File: config.mk
export PLATFORM = sky130hd
export DESIGN_NAME = bg_frame_fill_flat
export DESIGN_NICKNAME = d
export VERILOG_FILES = /design/src/rtl/bg_frame_fill_if.sv /design/src/rtl/bg_frame_fill.sv /design/src/flat_wrapper.sv
export SDC_FILE = /design/constraint.sdc
export NUM_CORES = 1
export LEC_CHECK = 0
export ABC_AREA = 1
export CAP_MARGIN = 20
export CORE_AREA = 2 2 84 86
export DETAILED_ROUTE_END_ITERATION = 10
export DIE_AREA = 0 0 86 88
export HOLD_SLACK_MARGIN = 0.03
export PLACE_DENSITY = 0.85
export SYNTH_ARGS = -nofsm -noshare
export SYNTH_HDL_FRONTEND = slang
export SYNTH_SLANG_ARGS = --single-unit
File: constraint.sdc
create_clock -name i_clk -period 3.89 [get_ports i_clk]
set_input_delay 0.778 -clock i_clk [delete_from_list [all_inputs] [get_ports i_clk]]
set_output_delay 0.778 -clock i_clk [all_outputs]
set_load 0.01 [all_outputs]
File: src/rtl/bg_frame_fill_if.sv
// Start/done handshake and pixel-write channel between the background fill
// engine (master) and the swap controller / framebuffer write sink (slave).
interface bg_frame_fill_if #(
   parameter int unsigned ADDR_W = 20
);
   logic              bg_start;
   logic              bg_start_ack;
   logic              bg_done;
   logic              bg_done_ack;
   logic              wr_valid;
   logic              wr_ready;
   logic [ADDR_W-1:0] wr_addr;
   logic [31:0]       wr_data;

   modport master (
      input  bg_start, bg_done_ack, wr_ready,
      output bg_start_ack, bg_done, wr_valid, wr_addr, wr_data
   );

   modport slave (
      output bg_start, bg_done_ack, wr_ready,
      input  bg_start_ack, bg_done, wr_valid, wr_addr, wr_data
   );
endinterface

File: src/rtl/bg_frame_fill.sv
// Background frame fill engine: on a start request, writes a gradient pattern
// tagged with a frame counter into the back framebuffer, then signals
// completion through a 4-phase done/ack handshake.
module bg_frame_fill #(
   parameter int unsigned      H_PIX  = 800,
   parameter int unsigned      V_PIX  = 600,
   parameter int unsigned      ADDR_W = 20,
   parameter logic [ADDR_W-1:0] BASE0 = '0,
   parameter logic [ADDR_W-1:0] BASE1 = ADDR_W'(32'h80000)
) (
   input  logic              i_clk,
   input  logic              i_rst_n,
   input  logic              i_front_sel,
   bg_frame_fill_if.master   io_bus
);

   localparam int unsigned X_W = ($clog2(H_PIX) < 8) ? 8 : $clog2(H_PIX);
   localparam int unsigned Y_W = ($clog2(V_PIX) < 8) ? 8 : $clog2(V_PIX);

   typedef enum logic [1:0] {
      S_IDLE,
      S_FILL,
      S_DONE,
      S_RELEASE
   } state_t;

   state_t            r_state;
   state_t            w_state_nxt;
   logic [X_W-1:0]    r_x;
   logic [X_W-1:0]    w_x_nxt;
   logic [Y_W-1:0]    r_y;
   logic [Y_W-1:0]    w_y_nxt;
   logic [7:0]        r_frame_cnt;
   logic [7:0]        w_frame_cnt_nxt;
   logic [ADDR_W-1:0] r_wr_addr;
   logic [ADDR_W-1:0] w_wr_addr_nxt;
   logic [31:0]       r_wr_data;
   logic [31:0]       w_wr_data_nxt;
   logic              r_wr_valid;
   logic              w_wr_valid_nxt;
   logic              r_start_ack;
   logic              w_start_ack_nxt;
   logic              r_done;
   logic              w_done_nxt;
   logic              w_last_x;
   logic              w_last_y;

   assign w_last_x = (r_x == X_W'(H_PIX - 1));
   assign w_last_y = (r_y == Y_W'(V_PIX - 1));

   assign io_bus.bg_start_ack = r_start_ack;
   assign io_bus.bg_done      = r_done;
   assign io_bus.wr_valid     = r_wr_valid;
   assign io_bus.wr_addr      = r_wr_addr;
   assign io_bus.wr_data      = r_wr_data;

   // State register
   always_ff @(posedge i_clk or negedge i_rst_n) begin
      if (!i_rst_n) begin
         r_state <= S_IDLE;
      end else begin
         r_state <= w_state_nxt;
      end
   end

   // Registered outputs and pixel/frame counters
   always_ff @(posedge i_clk or negedge i_rst_n) begin
      if (!i_rst_n) begin
         r_x         <= '0;
         r_y         <= '0;
         r_frame_cnt <= '0;
         r_wr_addr   <= '0;
         r_wr_data   <= '0;
         r_wr_valid  <= 1'b0;
         r_start_ack <= 1'b0;
         r_done      <= 1'b0;
      end else begin
         r_x         <= w_x_nxt;
         r_y         <= w_y_nxt;
         r_frame_cnt <= w_frame_cnt_nxt;
         r_wr_addr   <= w_wr_addr_nxt;
         r_wr_data   <= w_wr_data_nxt;
         r_wr_valid  <= w_wr_valid_nxt;
         r_start_ack <= w_start_ack_nxt;
         r_done      <= w_done_nxt;
      end
   end

   // Next-state and next-output logic; outputs are computed one cycle ahead
   // so that every port is driven straight from a flop.
   always_comb begin
      w_state_nxt     = r_state;
      w_x_nxt         = r_x;
      w_y_nxt         = r_y;
      w_frame_cnt_nxt = r_frame_cnt;
      w_wr_addr_nxt   = r_wr_addr;
      w_wr_data_nxt   = r_wr_data;
      w_wr_valid_nxt  = r_wr_valid;
      w_start_ack_nxt = 1'b0;
      w_done_nxt      = r_done;

      case (r_state)
         S_IDLE: begin
            if (io_bus.bg_start) begin
               // Back buffer is the one not being displayed at this instant.
               w_state_nxt     = S_FILL;
               w_start_ack_nxt = 1'b1;
               w_x_nxt         = '0;
               w_y_nxt         = '0;
               w_wr_addr_nxt   = i_front_sel ? BASE0 : BASE1;
               w_wr_data_nxt   = {24'h000000, r_frame_cnt};
               w_wr_valid_nxt  = 1'b1;
            end
         end

         S_FILL: begin
            if (io_bus.wr_ready) begin
               if (w_last_x && w_last_y) begin
                  w_wr_valid_nxt = 1'b0;
                  w_done_nxt     = 1'b1;
                  w_state_nxt    = S_DONE;
               end else begin
                  w_wr_addr_nxt = r_wr_addr + ADDR_W'(1);
                  if (w_last_x) begin
                     w_x_nxt = '0;
                     w_y_nxt = r_y + Y_W'(1);
                  end else begin
                     w_x_nxt = r_x + X_W'(1);
                  end
                  w_wr_data_nxt = {8'h00, w_x_nxt[7:0], w_y_nxt[7:0], r_frame_cnt};
               end
            end
         end

         S_DONE: begin
            if (io_bus.bg_done_ack) begin
               w_done_nxt  = 1'b0;
               w_state_nxt = S_RELEASE;
            end
         end

         S_RELEASE: begin
            if (!io_bus.bg_done_ack) begin
               w_frame_cnt_nxt = r_frame_cnt + 8'd1;
               w_state_nxt     = S_IDLE;
            end
         end

         default: begin
            w_state_nxt = S_IDLE;
         end
      endcase
   end

endmodule

File: src/flat_wrapper.sv
// flat-port wrapper written by rule: the top's interface ports become plain ports
module bg_frame_fill_flat 
#(
   parameter int unsigned      H_PIX  = 800,
   parameter int unsigned      V_PIX  = 600,
   parameter int unsigned      ADDR_W = 20,
   parameter logic [ADDR_W-1:0] BASE0 = '0,
   parameter logic [ADDR_W-1:0] BASE1 = ADDR_W'(32'h80000)
)
  (i_clk, i_rst_n, i_front_sel, io_bus_bg_start, io_bus_bg_done_ack, io_bus_wr_ready, io_bus_bg_start_ack, io_bus_bg_done, io_bus_wr_valid, io_bus_wr_addr, io_bus_wr_data);
  bg_frame_fill_if #(.ADDR_W(ADDR_W)) io_bus_i ();
  input  logic i_clk;
  input  logic i_rst_n;
  input  logic i_front_sel;
  input wire logic [$bits(io_bus_i.bg_start)-1:0] io_bus_bg_start;
  input wire logic [$bits(io_bus_i.bg_done_ack)-1:0] io_bus_bg_done_ack;
  input wire logic [$bits(io_bus_i.wr_ready)-1:0] io_bus_wr_ready;
  output wire logic [$bits(io_bus_i.bg_start_ack)-1:0] io_bus_bg_start_ack;
  output wire logic [$bits(io_bus_i.bg_done)-1:0] io_bus_bg_done;
  output wire logic [$bits(io_bus_i.wr_valid)-1:0] io_bus_wr_valid;
  output wire logic [$bits(io_bus_i.wr_addr)-1:0] io_bus_wr_addr;
  output wire logic [$bits(io_bus_i.wr_data)-1:0] io_bus_wr_data;
  assign io_bus_i.bg_start = io_bus_bg_start;
  assign io_bus_i.bg_done_ack = io_bus_bg_done_ack;
  assign io_bus_i.wr_ready = io_bus_wr_ready;
  assign io_bus_bg_start_ack = io_bus_i.bg_start_ack;
  assign io_bus_bg_done = io_bus_i.bg_done;
  assign io_bus_wr_valid = io_bus_i.wr_valid;
  assign io_bus_wr_addr = io_bus_i.wr_addr;
  assign io_bus_wr_data = io_bus_i.wr_data;
  bg_frame_fill #(.H_PIX(H_PIX), .V_PIX(V_PIX), .ADDR_W(ADDR_W), .BASE0(BASE0), .BASE1(BASE1)) u_core (.i_clk(i_clk), .i_rst_n(i_rst_n), .i_front_sel(i_front_sel), .io_bus(io_bus_i));
endmodule
---- Yosys cells after proc, flatten, opt, wreduce, memory -nomap -nowiden ----
Index checks and enable logic that the tools add are counted.
operators by class
  multiply operators ...................... 0
  order comparisons ....................... 0
  multiplexer cells ....................... 34
  bitwise gates (word level) .............. 1
  $add $sub $neg .......................... 4
  reductions and logical operators ........ 10
  equal/unequal tests ..................... 12
  div/mod/pow operators ................... 0
  shifts and indexed selects .............. 0
operator list
  operator                                                                number
  32-bit two-way mux                                                      3
  20-bit two-way mux                                                      4
  10-bit two-way mux                                                      7
  32-bit case mux with 2 select lines                                     1
  10-bit case mux with 2 select lines                                     2
  20-bit case mux with 2 select lines                                     1
  10-bit by 1-bit adder with 10-bit output (second input constant)        2
  20-bit by 1-bit adder with 20-bit output (second input constant)        1
  10-bit equality test (second input constant)                            2
  4-bit AND reduction                                                     3
  2-bit two-way mux                                                       5
  2-bit != test (second input constant)                                   5
  5-bit AND reduction                                                     2
  8-bit by 1-bit adder with 8-bit output (second input constant)          1
  1-bit two-way mux                                                       8
  2-bit case mux with 4 select lines                                      1
  2-bit equality test (second input constant)                             2
  2-bit by 1-bit != test with 1-bit output (second input constant)        2
  1-bit case mux with 2 select lines                                      2
  2-bit nonzero test                                                      2
  2-bit by 1-bit equality test with 1-bit output (second input constant)  1
  2-bit logical NOT                                                       1
  2-bit AND reduction                                                     1
  1-bit logical AND                                                       1
  1-bit inverter                                                          1
word-level totals
  logic and storage cells ................. 71
  memory bits (writable) .................. 0
  output and inout bits ................... 55
  latch bits .............................. 0
  bits in registers ....................... 85
  memories ................................ 0
  bits in read-only memories .............. 0

---- Depth between registers and ports, before layout ----
  depth after elaboration ................. 5
  mapped depth ............................ 13
  gate-level depth less buffers ........... 12

---- Worst setup path after synthesis ----
No wires, ideal clock.
  path kind ............................... reg-to-reg
  start point ............................. reg u_core.r_state[1]
  end point ............................... reg u_core.r_x[0]
  arrival time ............................ 1.598 ns
  path slack .............................. 2.169 ns
  setup time .............................. 0.123 ns
  data required time ...................... 3.767 ns
  path buffers ............................ 2
  stages on the path, launching flop included .. 12
  cell sequence ........................... dfrtp_1 > inv_1 > ha_1 > inv_2 > or2_4 > nand2_4 > nor2_8 > inv_2 > nor2_2 > buf_6 > buf_6 > mux2i_1
between the ends
  word-level cells in the longest chain between the ends .. 3
  elaborated cells between the ends (all ways) .. 8
  classes of those cells .................. eq/ne (4); mux (1); reduce/logical (3)
ends and longest elaborated chain
  item                                                                                        line                  RTL
  start, declared                                                                             bg_frame_fill.sv:27   state_t r_state;
  start signal, assigned                                                                      bg_frame_fill.sv:62   r_state <= w_state_nxt;
  2-bit by 1-bit equality test with 1-bit output / 2-bit logical NOT (equally long branches)  bg_frame_fill.sv:102  case (r_state)
  2-bit != test (no line) / 2-bit nonzero test (equally long branches)                        n/a
  4-bit AND reduction (no line)                                                               n/a
  end signal, assigned                                                                        bg_frame_fill.sv:78   r_x <= w_x_nxt;
  end, declared                                                                               bg_frame_fill.sv:29   logic [X_W-1:0] r_x;
Several ways; a longest one is shown, not always the timed one.
A chain may end at the register's enable or synchronous reset.

---- Worst setup path in the final report ----
  start point ............................. reg u_core.r_state[1]
  end point ............................... reg u_core.r_y[6]
between the ends
  word-level cells in the longest chain between the ends .. 3
  elaborated cells between the ends (all ways) .. 8
  classes of those cells .................. eq/ne (4); mux (1); reduce/logical (3)
ends and longest elaborated chain
  item                                                                                        line                  RTL
  2-bit by 1-bit equality test with 1-bit output / 2-bit logical NOT (equally long branches)  bg_frame_fill.sv:102
  2-bit != test (no line) / 2-bit nonzero test (equally long branches)                        n/a
  4-bit AND reduction (no line)                                                               n/a
  end signal, assigned                                                                        bg_frame_fill.sv:79   r_y <= w_y_nxt;
  end, declared                                                                               bg_frame_fill.sv:31   logic [Y_W-1:0] r_y;
Several ways; a longest one is shown, not always the timed one.

==> impl_metrics.json <==
{
  "cts_made_buffers": 9,
  "maxCapViolations": 0,
  "dp_worst_setup_slack_ps": 588,
  "initial_core_util_pct": 58.0,
  "cts.repair.resized": 0,
  "p_leak_nw": 2.09,
  "drt_first_pass_iters": 5,
  "via_per_inst": 5.27,
  "cp.arrival_ps": 2510,
  "slew_headroom_pct": 44.5,
  "min_path_type": "flip-flop to flip-flop",
  "gp_congestion": 0.894,
  "grt_pass1_wl_um": 15000,
  "postCtsSetupBuffers": 0,
  "holdWs_ps": 483,
  "power_density_nw_per_um2": 524,
  "clockBufferDepth": 2,
  "rrSetupSlack_ps": 1610,
  "die_area_um2": 7570,
  "skew_ps": 11.6,
  "finalHoldViolations": 0,
  "post-route-period-util_pct": 58.6,
  "synth_top_family_by_area": "simple AND/OR/NAND/NOR gates",
  "holdPathEnd": "u_core.io_bus.wr_data[5]$_DFFE_PN0P_",
  "start_kind": "flip-flop",
  "holdPathStages": 2,
  "drc": 0,
  "finalSetupTns_ps": 0,
  "rows": 30,
  "num_vias": 3454,
  "ys_seq_elements": 61,
  "synth_seq_area_share_pct": 39.6,
  "yosys.area_share.simple_pct": 35.2,
  "cts_tree": "yes",
  "ios": 61,
  "setup_viol": 0,
  "synth-xor-area-share_pct": 5.22,
  "synth_area_per_cell_um2": 7.25,
  "synth_compound_area_share_pct": 4.15,
  "grt_pass1_vias": 3308,
  "drive_gt1_share_pct": 6.26,
  "ir_drop_mv": 0.366,
  "rr_endpoint": "u_core.r_y[6]$_DFFE_PN0P_",
  "power_w": 0.00236,
  "synthAdderAreaFrac_pct": 2.92,
  "cp.required_ps": 4120,
  "cp-end-kind": "flip-flop",
  "fp.dieH_um": 88,
  "r2r_start": "u_core.r_state[1]$_DFFE_PN0P_",
  "h-tree-depth": 3,
  "clock_latency_ps": 340,
  "clock_sinks": 61,
  "synth_mux_area_share_pct": 0.552,
  "hpwl_um": 6160,
  "cts_hold_buf": 0,
  "grt_max_degree": 47,
  "fin_ws_ps": 1610,
  "fmax_mhz": 439,
  "crit_type": "flip-flop to flip-flop",
  "drt-total-wl_um": 8650,
  "initialDrtViolationCount": 235,
  "worstHoldStart": "u_core.io_bus.wr_data[5]$_DFFE_PN0P_",
  "rr_worst_depth": 12,
  "utilization_pct": 67.8,
  "wl_per_cell_um": 13.2,
  "fin_nets": 585,
  "port_buffers": 52,
  "rsz0062_at_grt": "no",
  "grt_antenna_before_repair": 0,
  "crit_path_max_fanout": 21,
  "layout_min_cycle_time_ps": 2280,
  "yosysUniqueCellTypes": 32,
  "track_usage_pct": 25.2,
  "synth_cells": 532,
  "yosys_warnings": 0,
  "worstMarginPinSlew_ps": 833,
  "status": "finished, final reports clean",
  "grt-ovfl-total": 0,
  "postRouteAntennaNets": 0,
  "die_w_um": 86,
  "area_delta_synth_final_pct": 16.8,
  "diodes": 0,
  "clk_pin_slew_ps": 70,
  "netlist_area_um2": 3860,
  "clock-root-buffer": "clkbuf_8",
  "drv_slew": 0,
  "core_um2": 6640
}
how the worst max path moves through the flow:
stage / start / slack (ps) / cells past startpoint / endpoint
2_1_floorplan: u_core.r_state[1]$_DFFE_PN0P_ / 2170 / 11 / u_core.r_x[0]$_DFFE_PN0P_
3_3_place_gp: io_bus_bg_start / 630 / 10 / u_core.r_y[1]$_DFFE_PN0P_
3_5_place_dp: io_bus_bg_start / 590 / 10 / u_core.r_y[0]$_DFFE_PN0P_
4_1_cts: u_core.r_state[1]$_DFFE_PN0P_ / 910 / 12 / u_core.r_y[0]$_DFFE_PN0P_
5_1_grt: u_core.r_state[1]$_DFFE_PN0P_ / 1390 / 12 / u_core.r_y[6]$_DFFE_PN0P_
6_report: u_core.r_state[1]$_DFFE_PN0P_ / 1610 / 12 / u_core.r_y[6]$_DFFE_PN0P_
logic make-up after synthesis:
kind of cell	after synthesis
simple gates	316
other cells	1
compound gates	31
fa+ha+maj	9
buf+inv	89
xor+xnor	23
flops	61
mux	2
power breakdown:
group          internal, W  switching [W]
registers         0.000722      0.0000806
logic             0.000283       0.000574
clock network     0.000442       0.000260
total              0.00145       0.000914
sequential cells by signal, summed over array words and instances, names as in the netlist:
signal	cells
u_core.io_bus.bg_done	1
u_core.io_bus.bg_start_ack	1
u_core.io_bus.wr_addr	20
u_core.io_bus.wr_data	9
u_core.io_bus.wr_valid	1
u_core.r_frame_cnt	8
u_core.r_state	2
u_core.r_x	10
u_core.r_y	9
per-stage QoR:
stage | cells | cell area, um^2
after floorplan | 539 | 3880
after global placement | 638 | 4250
after detailed placement | 638 | 4250
after CTS | 654 | 4490
after global routing | 655 | 4510
final | 655 | 4510
cells in the final DEF (no fill, tap or decap), types with 3 or more instances in the layout:
cell               n
buf_4              3
conb_1             8
nor3_1             7
nand3b_1           4
o21ai_1           10
nand2_1          172
dfrtp_1           61
nor2_1            66
xnor2_1            3
o21ai_0           18
and2_1             3
ha_1               9
clkdlybuf4s50_1   51
nand4_1           11
bufinv_16          3
xor2_1            20
inv_2              3
nand3_1           41
inv_1             50
nor2_2             4
clkbuf_8          10
synth_stat cells:
| library cell | number | area, um^2 |
|---|---|---|
| nand4_1 | 11 | 68.8 |
| nand3b_1 | 4 | 30.0 |
| o21bai_1 | 2 | 15.0 |
| inv_1 | 50 | 188 |
| nand2_1 | 172 | 646 |
| and2_1 | 3 | 18.8 |
| nor3_1 | 7 | 35.0 |
| xor2_1 | 20 | 175 |
| buf_6 | 6 | 67.6 |
| buf_4 | 24 | 180 |
| nor2_1 | 66 | 248 |
| nand3_1 | 41 | 205 |
| a21oi_1 | 1 | 5.00 |
| clkbuf_1 | 3 | 11.3 |
| xnor2_1 | 3 | 26.3 |
| or2_4 | 1 | 8.76 |
| conb_1 | 1 | 3.75 |
| nand2_4 | 2 | 22.5 |
| buf_2 | 3 | 15.0 |
| ha_1 | 9 | 113 |
| mux2i_1 | 1 | 10.0 |
| inv_2 | 3 | 11.3 |
| nand2_2 | 1 | 6.26 |
| o21ai_0 | 18 | 90.1 |
| o21ai_1 | 10 | 50.1 |
| mux2_2 | 1 | 11.3 |
| nor3b_1 | 1 | 7.51 |
| nand3_2 | 1 | 10.0 |
| nor2_8 | 1 | 20.0 |
| nor2_2 | 4 | 25.0 |
| dfrtp_1 | 61 | 1530 |
| or2_2 | 1 | 6.26 |
final cells by class:
| class | count | area (um^2) |
|---|---|---|
| Tap cell | 80 | 100 |
| Clock buffer | 10 | 138 |
| Fill cell | 572 | 2140 |
| Sequential cell | 61 | 1530 |
| Inverter | 53 | 199 |
| Multi-Input combinational cell | 389 | 1880 |
| Timing Repair Buffer | 56 | 549 |
| Clock inverter | 6 | 110 |
layer usage:
layer / wire, um / global-route usage, %
met3: 457 / 4.24
met2: 4210 / 41.2
met1: 3720 / 32.4
met4: 254 / 13.0
met5: 0 / 0
worst max-delay path, stage by stage (launching register included):
cell and delay (ps):
dfrtp_1 390, inv_1 90, ha_1 200, buf_4 220, inv_2 80, or2_4 120
nand2_4 60, nor2_8 150, inv_2 50, nor2_2 350, nand2_1 280, nand2_1 120
nand2_1 60
Note: power is estimated with default switching activity, not from simulation.
